[src/rtl/secuenciador_pkg.sv]
// Shared definitions for the secuenciador instruction sequencer.
// Contents: FSM state encoding, opcode constants, decoder PC-enable (HAB)
// codes and a small helper that classifies conditional-branch HAB codes.
package secuenciador_pkg;

  typedef enum logic [2:0] {
    ST_IDLE,
    ST_FETCH,
    ST_WAIT,
    ST_DECODE,
    ST_EXEC,
    ST_HALT
  } state_e;

  localparam logic [2:0] OP_HALT  = 3'b000;
  localparam logic [2:0] OP_BR    = 3'b111;

  localparam logic [2:0] HAB_JMP  = 3'b001;
  localparam logic [2:0] HAB_BRZ  = 3'b010;
  localparam logic [2:0] HAB_BRCZ = 3'b011;

  localparam int LAT_W = 3;

  function automatic logic is_cond_branch(input logic [2:0] hab);
    return (hab == HAB_BRZ) || (hab == HAB_BRCZ);
  endfunction

endpackage

[src/rtl/secuenciador_if.sv]
// Bus bundle between the sequencer and its environment (program memory,
// control decoder, ALU flags).
//   slave  : the sequencer side (takes run/memory/decoder/flag inputs,
//            drives address, read strobe and decoder-facing outputs)
//   master : the environment side
interface secuenciador_if #(
  parameter int PC_W = 5
);
  logic            run;
  logic [7:0]      mem_data;
  logic            done;
  logic [2:0]      hab;
  logic            flag_we;
  logic            flag_z;
  logic            flag_c;

  logic [PC_W-1:0] pc_addr;
  logic            mem_rd;
  logic [2:0]      inst;
  logic [1:0]      cond;
  logic [4:0]      oper;
  logic            exec_v;
  logic            halted;

  modport slave (
    input  run, mem_data, done, hab, flag_we, flag_z, flag_c,
    output pc_addr, mem_rd, inst, cond, oper, exec_v, halted
  );

  modport master (
    output run, mem_data, done, hab, flag_we, flag_z, flag_c,
    input  pc_addr, mem_rd, inst, cond, oper, exec_v, halted
  );
endinterface

[src/rtl/secuenciador_lat_cnt.sv]
// Program-memory latency down-counter.
// Ports: clk, rst_n (async, active-low); load_i/load_val_i load the count;
// dec_i decrements it; zero_o flags that the decrement taken this cycle
// lands on zero (count is 1, or already 0), so the FSM can leave WAIT on
// the same edge instead of spending an extra cycle observing zero.
module sec_lat_cnt #(
  parameter int W = 3
) (
  input  logic         clk,
  input  logic         rst_n,
  input  logic         load_i,
  input  logic [W-1:0] load_val_i,
  input  logic         dec_i,
  output logic         zero_o
);

  logic [W-1:0] cnt_q;

  always_ff @(posedge clk or negedge rst_n) begin
    if (!rst_n) begin
      cnt_q <= '0;
    end else if (load_i) begin
      cnt_q <= load_val_i;
    end else if (dec_i && (cnt_q != '0)) begin
      cnt_q <= cnt_q - W'(1);
    end
  end

  assign zero_o = (cnt_q <= W'(1));

endmodule

[src/rtl/secuenciador.sv]
// Instruction sequencer: fetches an 8-bit word from program memory,
// waits out the memory latency, latches it into IR and presents it to an
// external combinational control decoder for one execute cycle, then
// updates the PC from the decoder's HAB/DONE response.
// Ports: clk, rst_n (async, active-low), bus (secuenciador_if.slave).
// Parameters: PC_W program-counter width, MEM_LAT memory latency (1..7).
//
// state  | meaning
// IDLE   | waiting for run after reset
// FETCH  | address driven, mem_rd pulsed, latency counter loaded
// WAIT   | counting remaining memory latency cycles
// DECODE | memory word latched into IR
// EXEC   | opcode/operand presented, decoder response sampled, PC updated
// HALT   | halt opcode executed; run restarts from address 0
module secuenciador
  import secuenciador_pkg::*;
#(
  parameter int PC_W    = 5,
  parameter int MEM_LAT = 1
) (
  input  logic           clk,
  input  logic           rst_n,
  secuenciador_if.slave  bus
);

  localparam logic [LAT_W-1:0] LAT_LOAD = LAT_W'(MEM_LAT - 1);

  state_e          state_q;
  logic [PC_W-1:0] pc_q;
  logic [7:0]      ir_q;
  logic [1:0]      flags_q;   // {C, Z}
  logic            mem_rd_q;
  logic [2:0]      inst_q;
  logic            exec_v_q;
  logic            halted_q;
  logic            cnt_zero;

  sec_lat_cnt #(.W(LAT_W)) u_lat_cnt (
    .clk        (clk),
    .rst_n      (rst_n),
    .load_i     (state_q == ST_FETCH),
    .load_val_i (LAT_LOAD),
    .dec_i      (state_q == ST_WAIT),
    .zero_o     (cnt_zero)
  );

  // Outputs are registered: each is set on the edge that enters the state
  // it belongs to, so it is valid for the whole of that state.
  always_ff @(posedge clk or negedge rst_n) begin
    if (!rst_n) begin
      state_q  <= ST_IDLE;
      pc_q     <= '0;
      ir_q     <= '0;
      flags_q  <= '0;
      mem_rd_q <= 1'b0;
      inst_q   <= OP_HALT;
      exec_v_q <= 1'b0;
      halted_q <= 1'b0;
    end else begin
      // The flag write lands at the end of the cycle, so a branch in the
      // same EXEC cycle still evaluates against the old flags.
      if (bus.flag_we) flags_q <= {bus.flag_c, bus.flag_z};

      mem_rd_q <= 1'b0;
      inst_q   <= OP_HALT;
      exec_v_q <= 1'b0;
      halted_q <= 1'b0;

      case (state_q)
        ST_IDLE: begin
          if (bus.run) begin
            state_q  <= ST_FETCH;
            mem_rd_q <= 1'b1;
          end
        end
        ST_FETCH: begin
          state_q <= (MEM_LAT > 1) ? ST_WAIT : ST_DECODE;
        end
        ST_WAIT: begin
          if (cnt_zero) state_q <= ST_DECODE;
        end
        ST_DECODE: begin
          ir_q     <= bus.mem_data;
          inst_q   <= bus.mem_data[7:5];
          exec_v_q <= 1'b1;
          state_q  <= ST_EXEC;
        end
        ST_EXEC: begin
          if (ir_q[7:5] == OP_HALT) begin
            state_q  <= ST_HALT;
            halted_q <= 1'b1;
          end else begin
            state_q  <= ST_FETCH;
            mem_rd_q <= 1'b1;
            if ((bus.hab == HAB_JMP) || (is_cond_branch(bus.hab) && bus.done))
              pc_q <= PC_W'(ir_q[4:0]);
            else
              pc_q <= pc_q + PC_W'(1);
          end
        end
        ST_HALT: begin
          if (bus.run) begin
            pc_q     <= '0;
            state_q  <= ST_FETCH;
            mem_rd_q <= 1'b1;
          end else begin
            halted_q <= 1'b1;
          end
        end
        default: state_q <= ST_IDLE;
      endcase
    end
  end

  assign bus.pc_addr = pc_q;
  assign bus.mem_rd  = mem_rd_q;
  assign bus.inst    = inst_q;
  assign bus.cond    = flags_q;
  assign bus.oper    = ir_q[4:0];
  assign bus.exec_v  = exec_v_q;
  assign bus.halted  = halted_q;

endmodule
[src/flat_wrapper.sv]
// flat-port wrapper written by rule: the top's interface ports become plain ports
module secuenciador_flat import secuenciador_pkg::*;
#(
  parameter int PC_W    = 5,
  parameter int MEM_LAT = 1
)
  (clk, rst_n, bus_run, bus_mem_data, bus_done, bus_hab, bus_flag_we, bus_flag_z, bus_flag_c, bus_pc_addr, bus_mem_rd, bus_inst, bus_cond, bus_oper, bus_exec_v, bus_halted);
  secuenciador_if #(.PC_W(PC_W)) bus_i ();
  input  logic clk;
  input  logic rst_n;
  input wire logic [$bits(bus_i.run)-1:0] bus_run;
  input wire logic [$bits(bus_i.mem_data)-1:0] bus_mem_data;
  input wire logic [$bits(bus_i.done)-1:0] bus_done;
  input wire logic [$bits(bus_i.hab)-1:0] bus_hab;
  input wire logic [$bits(bus_i.flag_we)-1:0] bus_flag_we;
  input wire logic [$bits(bus_i.flag_z)-1:0] bus_flag_z;
  input wire logic [$bits(bus_i.flag_c)-1:0] bus_flag_c;
  output wire logic [$bits(bus_i.pc_addr)-1:0] bus_pc_addr;
  output wire logic [$bits(bus_i.mem_rd)-1:0] bus_mem_rd;
  output wire logic [$bits(bus_i.inst)-1:0] bus_inst;
  output wire logic [$bits(bus_i.cond)-1:0] bus_cond;
  output wire logic [$bits(bus_i.oper)-1:0] bus_oper;
  output wire logic [$bits(bus_i.exec_v)-1:0] bus_exec_v;
  output wire logic [$bits(bus_i.halted)-1:0] bus_halted;
  assign bus_i.run = bus_run;
  assign bus_i.mem_data = bus_mem_data;
  assign bus_i.done = bus_done;
  assign bus_i.hab = bus_hab;
  assign bus_i.flag_we = bus_flag_we;
  assign bus_i.flag_z = bus_flag_z;
  assign bus_i.flag_c = bus_flag_c;
  assign bus_pc_addr = bus_i.pc_addr;
  assign bus_mem_rd = bus_i.mem_rd;
  assign bus_inst = bus_i.inst;
  assign bus_cond = bus_i.cond;
  assign bus_oper = bus_i.oper;
  assign bus_exec_v = bus_i.exec_v;
  assign bus_halted = bus_i.halted;
  secuenciador #(.PC_W(PC_W), .MEM_LAT(MEM_LAT)) u_core (.clk(clk), .rst_n(rst_n), .bus(bus_i));
endmodule
[config.mk]
export PLATFORM = sky130hd
export DESIGN_NAME = secuenciador_flat
export DESIGN_NICKNAME = d
export VERILOG_FILES = /design/src/rtl/secuenciador_pkg.sv /design/src/rtl/secuenciador_if.sv /design/src/rtl/secuenciador_lat_cnt.sv /design/src/rtl/secuenciador.sv /design/src/flat_wrapper.sv
export SDC_FILE = /design/constraint.sdc
export NUM_CORES = 1
export LEC_CHECK = 0
export CAP_MARGIN = 10
export CORE_UTILIZATION = 40
export DETAILED_ROUTE_END_ITERATION = 8
export GPL_ROUTABILITY_DRIVEN = 1
export GPL_TIMING_DRIVEN = 0
export PLACE_DENSITY = 0.73
export SLEW_MARGIN = 40
export SYNTH_ARGS = -nofsm -noshare
export SYNTH_HDL_FRONTEND = slang
export SYNTH_SLANG_ARGS = --single-unit
[constraint.sdc]
create_clock -name clk -period 4.4 [get_ports clk]
set_clock_uncertainty 0.2 [all_clocks]
set_input_delay 0.88 -clock clk [delete_from_list [all_inputs] [get_ports clk]]
set_output_delay 0.88 -clock clk [all_outputs]
set_load 0.02 [all_outputs]
==> impl_metrics.csv <==
group,metric,value,unit
setup_path,r2r_slack,2.55,ns
timing,relSlewSlack,61.3,%
setup_path,r2r-start,"u_core.state_q[1]$_DFFE_PN0P_",
timing,fmax,0.393,GHz
timing,finalHoldViolations,0,
cells_and_area,drive_above_1_share,12.2,%
floorplan,die_x,59.3,µm
timing,rsz0062_at_grt,"no",
floorplan,dieArea,3510,µm²
cells_and_area,area_delta_synth_final,32.8,%
clocking,hold_buffers,0,
floorplan,core,3080,µm²
clocking,cts.sink_count,27,
pwr,cellLeakagePower,0.000806,µW
clocking,cts_tree,"done",
timing,setup_total_negative_slack,0,ns
setup_path,critPathKind,"flop to output port",
detailed_routing,wl_per_cell,12.6,µm
floorplan,io_pins,36,
global_routing,antenna_found_initial,0,
logic_synthesis,synth_nets,147,
global_routing,grt_pass1_wl,4.39,mm
setup_path,worstPathRequired,3.32,ns
timing,period_share,57.9,%
cells_and_area,utilization,56.6,%
pwr,peakVddDrop,0.270,mV
clocking,clkTransAtPathRegs,0.15,ns
detailed_routing,drtPass1Iterations,3,
cells_and_area,nets,187,
placement,gp_congestion,0.775,
logic_synthesis,avgSynthCellArea,10.5,µm²
logic_synthesis,yosys_warnings,0,
clocking,cts_root_buf,"clkbuf_4",
timing,slew_viol_final,0,
status,status,"finished, final reports clean",
logic_synthesis,ys.flop_type,"dfrtp_1",
clocking,htree_levels,1,
setup_path,worst-endpoint-arrival,1.47,ns
global_routing,grt_max_degree,28,
clocking,post_cts_resized,0,
timing,fin_crit,2.55,ns
logic_synthesis,ys_seq_area_share,51.5,%
worst_hold_path,hold_depth,1,
floorplan,placementRows,20,
floorplan,dieHeight,59.3,µm
floorplan,start_util,42.6,%
worst_hold_path,whs_endpoint,"u_core.ir_q[7]$_DFFE_PN0P_",
placement,io_buffers,35,
logic_synthesis,syn_inst,125,
setup_path,reg2reg_depth,6,
logic_synthesis,synth.distinct_cells,33,
pwr,power.density,569,nW/µm²
setup_path,crit_path_end_kind,"output port",
detailed_routing,drt_iter0_drc,29,
detailed_routing,num_vias,1048,
detailed_routing,drt-total-wl,2.61,mm
clocking,cts_max_path_buffers,2,
clocking,cts_buffers,3,
timing,layout_setup_ws,1.85,ns
logic_synthesis,ys_ff_latch,27,
detailed_routing,drc,0,
placement,dp_slack,1.89,ns
global_routing,grt-ovfl-total,0,
logic_synthesis,syn_area,1310,µm²
detailed_routing,post_drt_via_cell_ratio,5.04,
timing,finalSetupViolCount,0,
setup_path,crit_fanout,3,
flow_run,drv_cap,0,
logic_synthesis,ys_async_sr_fraction,100,%
clocking,clkLatencyLatePin,0.32,ns
cells_and_area,antenna_cells_inserted,0,
global_routing,grt_use_total,16.4,%
detailed_routing,ant_nets,0,
setup_path,critPathLaunchType,"flop",
worst_hold_path,hold_path_class,"flop to flop",
clocking,post_cts_buffers,0,
placement,dp_hpwl,1.97,mm
setup_path,r2r_end,"u_core.bus.pc_addr[4]$_DFFE_PN0P_",
worst_hold_path,hp-start,"u_core.ir_q[7]$_DFFE_PN0P_",
logic_synthesis,synth_edf_count,0,
global_routing,first_global_vias,1001,
timing,worst_pin_slew,0.581,ns
[kinds of logic (layout without fill, tap and decap cells)]
family	after synthesis	in the layout	share of synthesized area (%)
simple gates	44	44	17.3
flops	27	27	51.5
compound gates	24	24	12.9
buf+inv	16	55	6.77
mux	9	9	7.05
fa+ha+maj	4	4	3.81
xor+xnor	1	1	0.667
[cells in the final DEF, fill, tap and decap left out, types with 2 or more instances in the layout]
master / instances
and3_1: 5
a21o_1: 3
a21oi_1: 3
mux2_2: 2
o2bb2ai_1: 3
mux2i_1: 7
nand2b_1: 2
buf_2: 3
o21ai_0: 5
dfrtp_1: 27
buf_4: 5
nor2_1: 5
o31ai_1: 2
clkdlybuf4s50_1: 34
nor3_1: 2
a22o_1: 2
ha_1: 4
nand2_1: 17
inv_1: 6
nor4_1: 2
nor2b_1: 6
o22ai_1: 3
clkbuf_4: 3
[cell type report]
cell class	instances	area (µm²)
fillers	277	1340
flip-flops and latches	27	676
multi-input cells	82	548
repair buffers	35	345
plain buffers	9	62.6
well taps	44	55.1
inverters	7	26.3
clock buffers	3	22.5
clock inverters	1	7.51
[worst max-delay path, cell delays in order (launching register included)]
cell and delay, ns:
dfrtp_1 0.43, buf_4 0.13, clkdlybuf4s50_1 0.59
[per-layer routing]
layer  vias up  wire length [µm]  global-route usage [%]
met5         -                 0                       0
met2        36              1190                    28.1
met3         7               185                    3.28
met1       497              1180                    20.0
met4         0                52                    6.80
li1        508                 -                       -
[worst max path at each step]
stage / start / endpoint / slack (ns) / cells after the start
3_5_place_dp: bus_hab[1] / u_core.bus.pc_addr[4]$_DFFE_PN0P_ / 1.89 / 5
3_3_place_gp: rst_n / u_core.bus.inst[2]$_DFF_PN0_ / 1.87 / 1
5_1_grt: u_core.ir_q[2]$_DFFE_PN0P_ / bus_oper[2] / 1.79 / 2
4_1_cts: u_core.ir_q[2]$_DFFE_PN0P_ / bus_oper[2] / 1.84 / 2
6_report: u_core.ir_q[2]$_DFFE_PN0P_ / bus_oper[2] / 1.85 / 2
2_1_floorplan: bus_hab[1] / u_core.bus.pc_addr[0]$_DFFE_PN0P_ / 2.47 / 4
[stage by stage]
step	cells	total power [µW]	hold slack, ns	area [µm²]
after detailed placement	204	892	0.293	1710
after CTS	208	1000	0.326	1740
after floorplan	125	699	0.269	1310
after global routing	208	1070	0.348	1740
final	208	992	0.321	1740
after global placement	204	876	0.286	1720
[power breakdown]
| part | switching [µW] | internal [µW] |
|---|---|---|
| registers | 59.6 | 331 |
| logic | 254 | 239 |
| clock network | 74.0 | 34.8 |
| total | 388 | 604 |
[flip-flops by register name, summed over array words and instances (netlist names)]
| name | flops |
|---|---|
| u_core.bus.mem_rd | 1 |
| u_core.ir_q | 8 |
| u_core.bus.inst | 3 |
| u_core.u_lat_cnt.cnt_q | 3 |
| u_core.bus.pc_addr | 5 |
| u_core.state_q | 3 |
| u_core.bus.exec_v | 1 |
| u_core.bus.cond | 2 |
| u_core.bus.halted | 1 |
[Yosys cell counts (2+ instances only)]
cell	instances	share of area [%]
a21o_1	3	1.7
a21oi_1	3	1.1
a22o_1	2	1.3
and3_1	5	2.4
buf_2	2	0.76
buf_4	5	2.9
dfrtp_1	27	51
ha_1	4	3.8
inv_1	6	1.7
mux2_2	2	1.7
mux2i_1	7	5.3
nand2_1	17	4.9
nand2b_1	2	0.95
nor2_1	5	1.4
nor2b_1	6	2.9
nor3_1	2	0.76
nor4_1	2	0.95
o21ai_0	5	1.9
o22ai_1	3	1.4
o2bb2ai_1	3	2.0
o31ai_1	2	1.1
(Power assumes the default switching activity.)
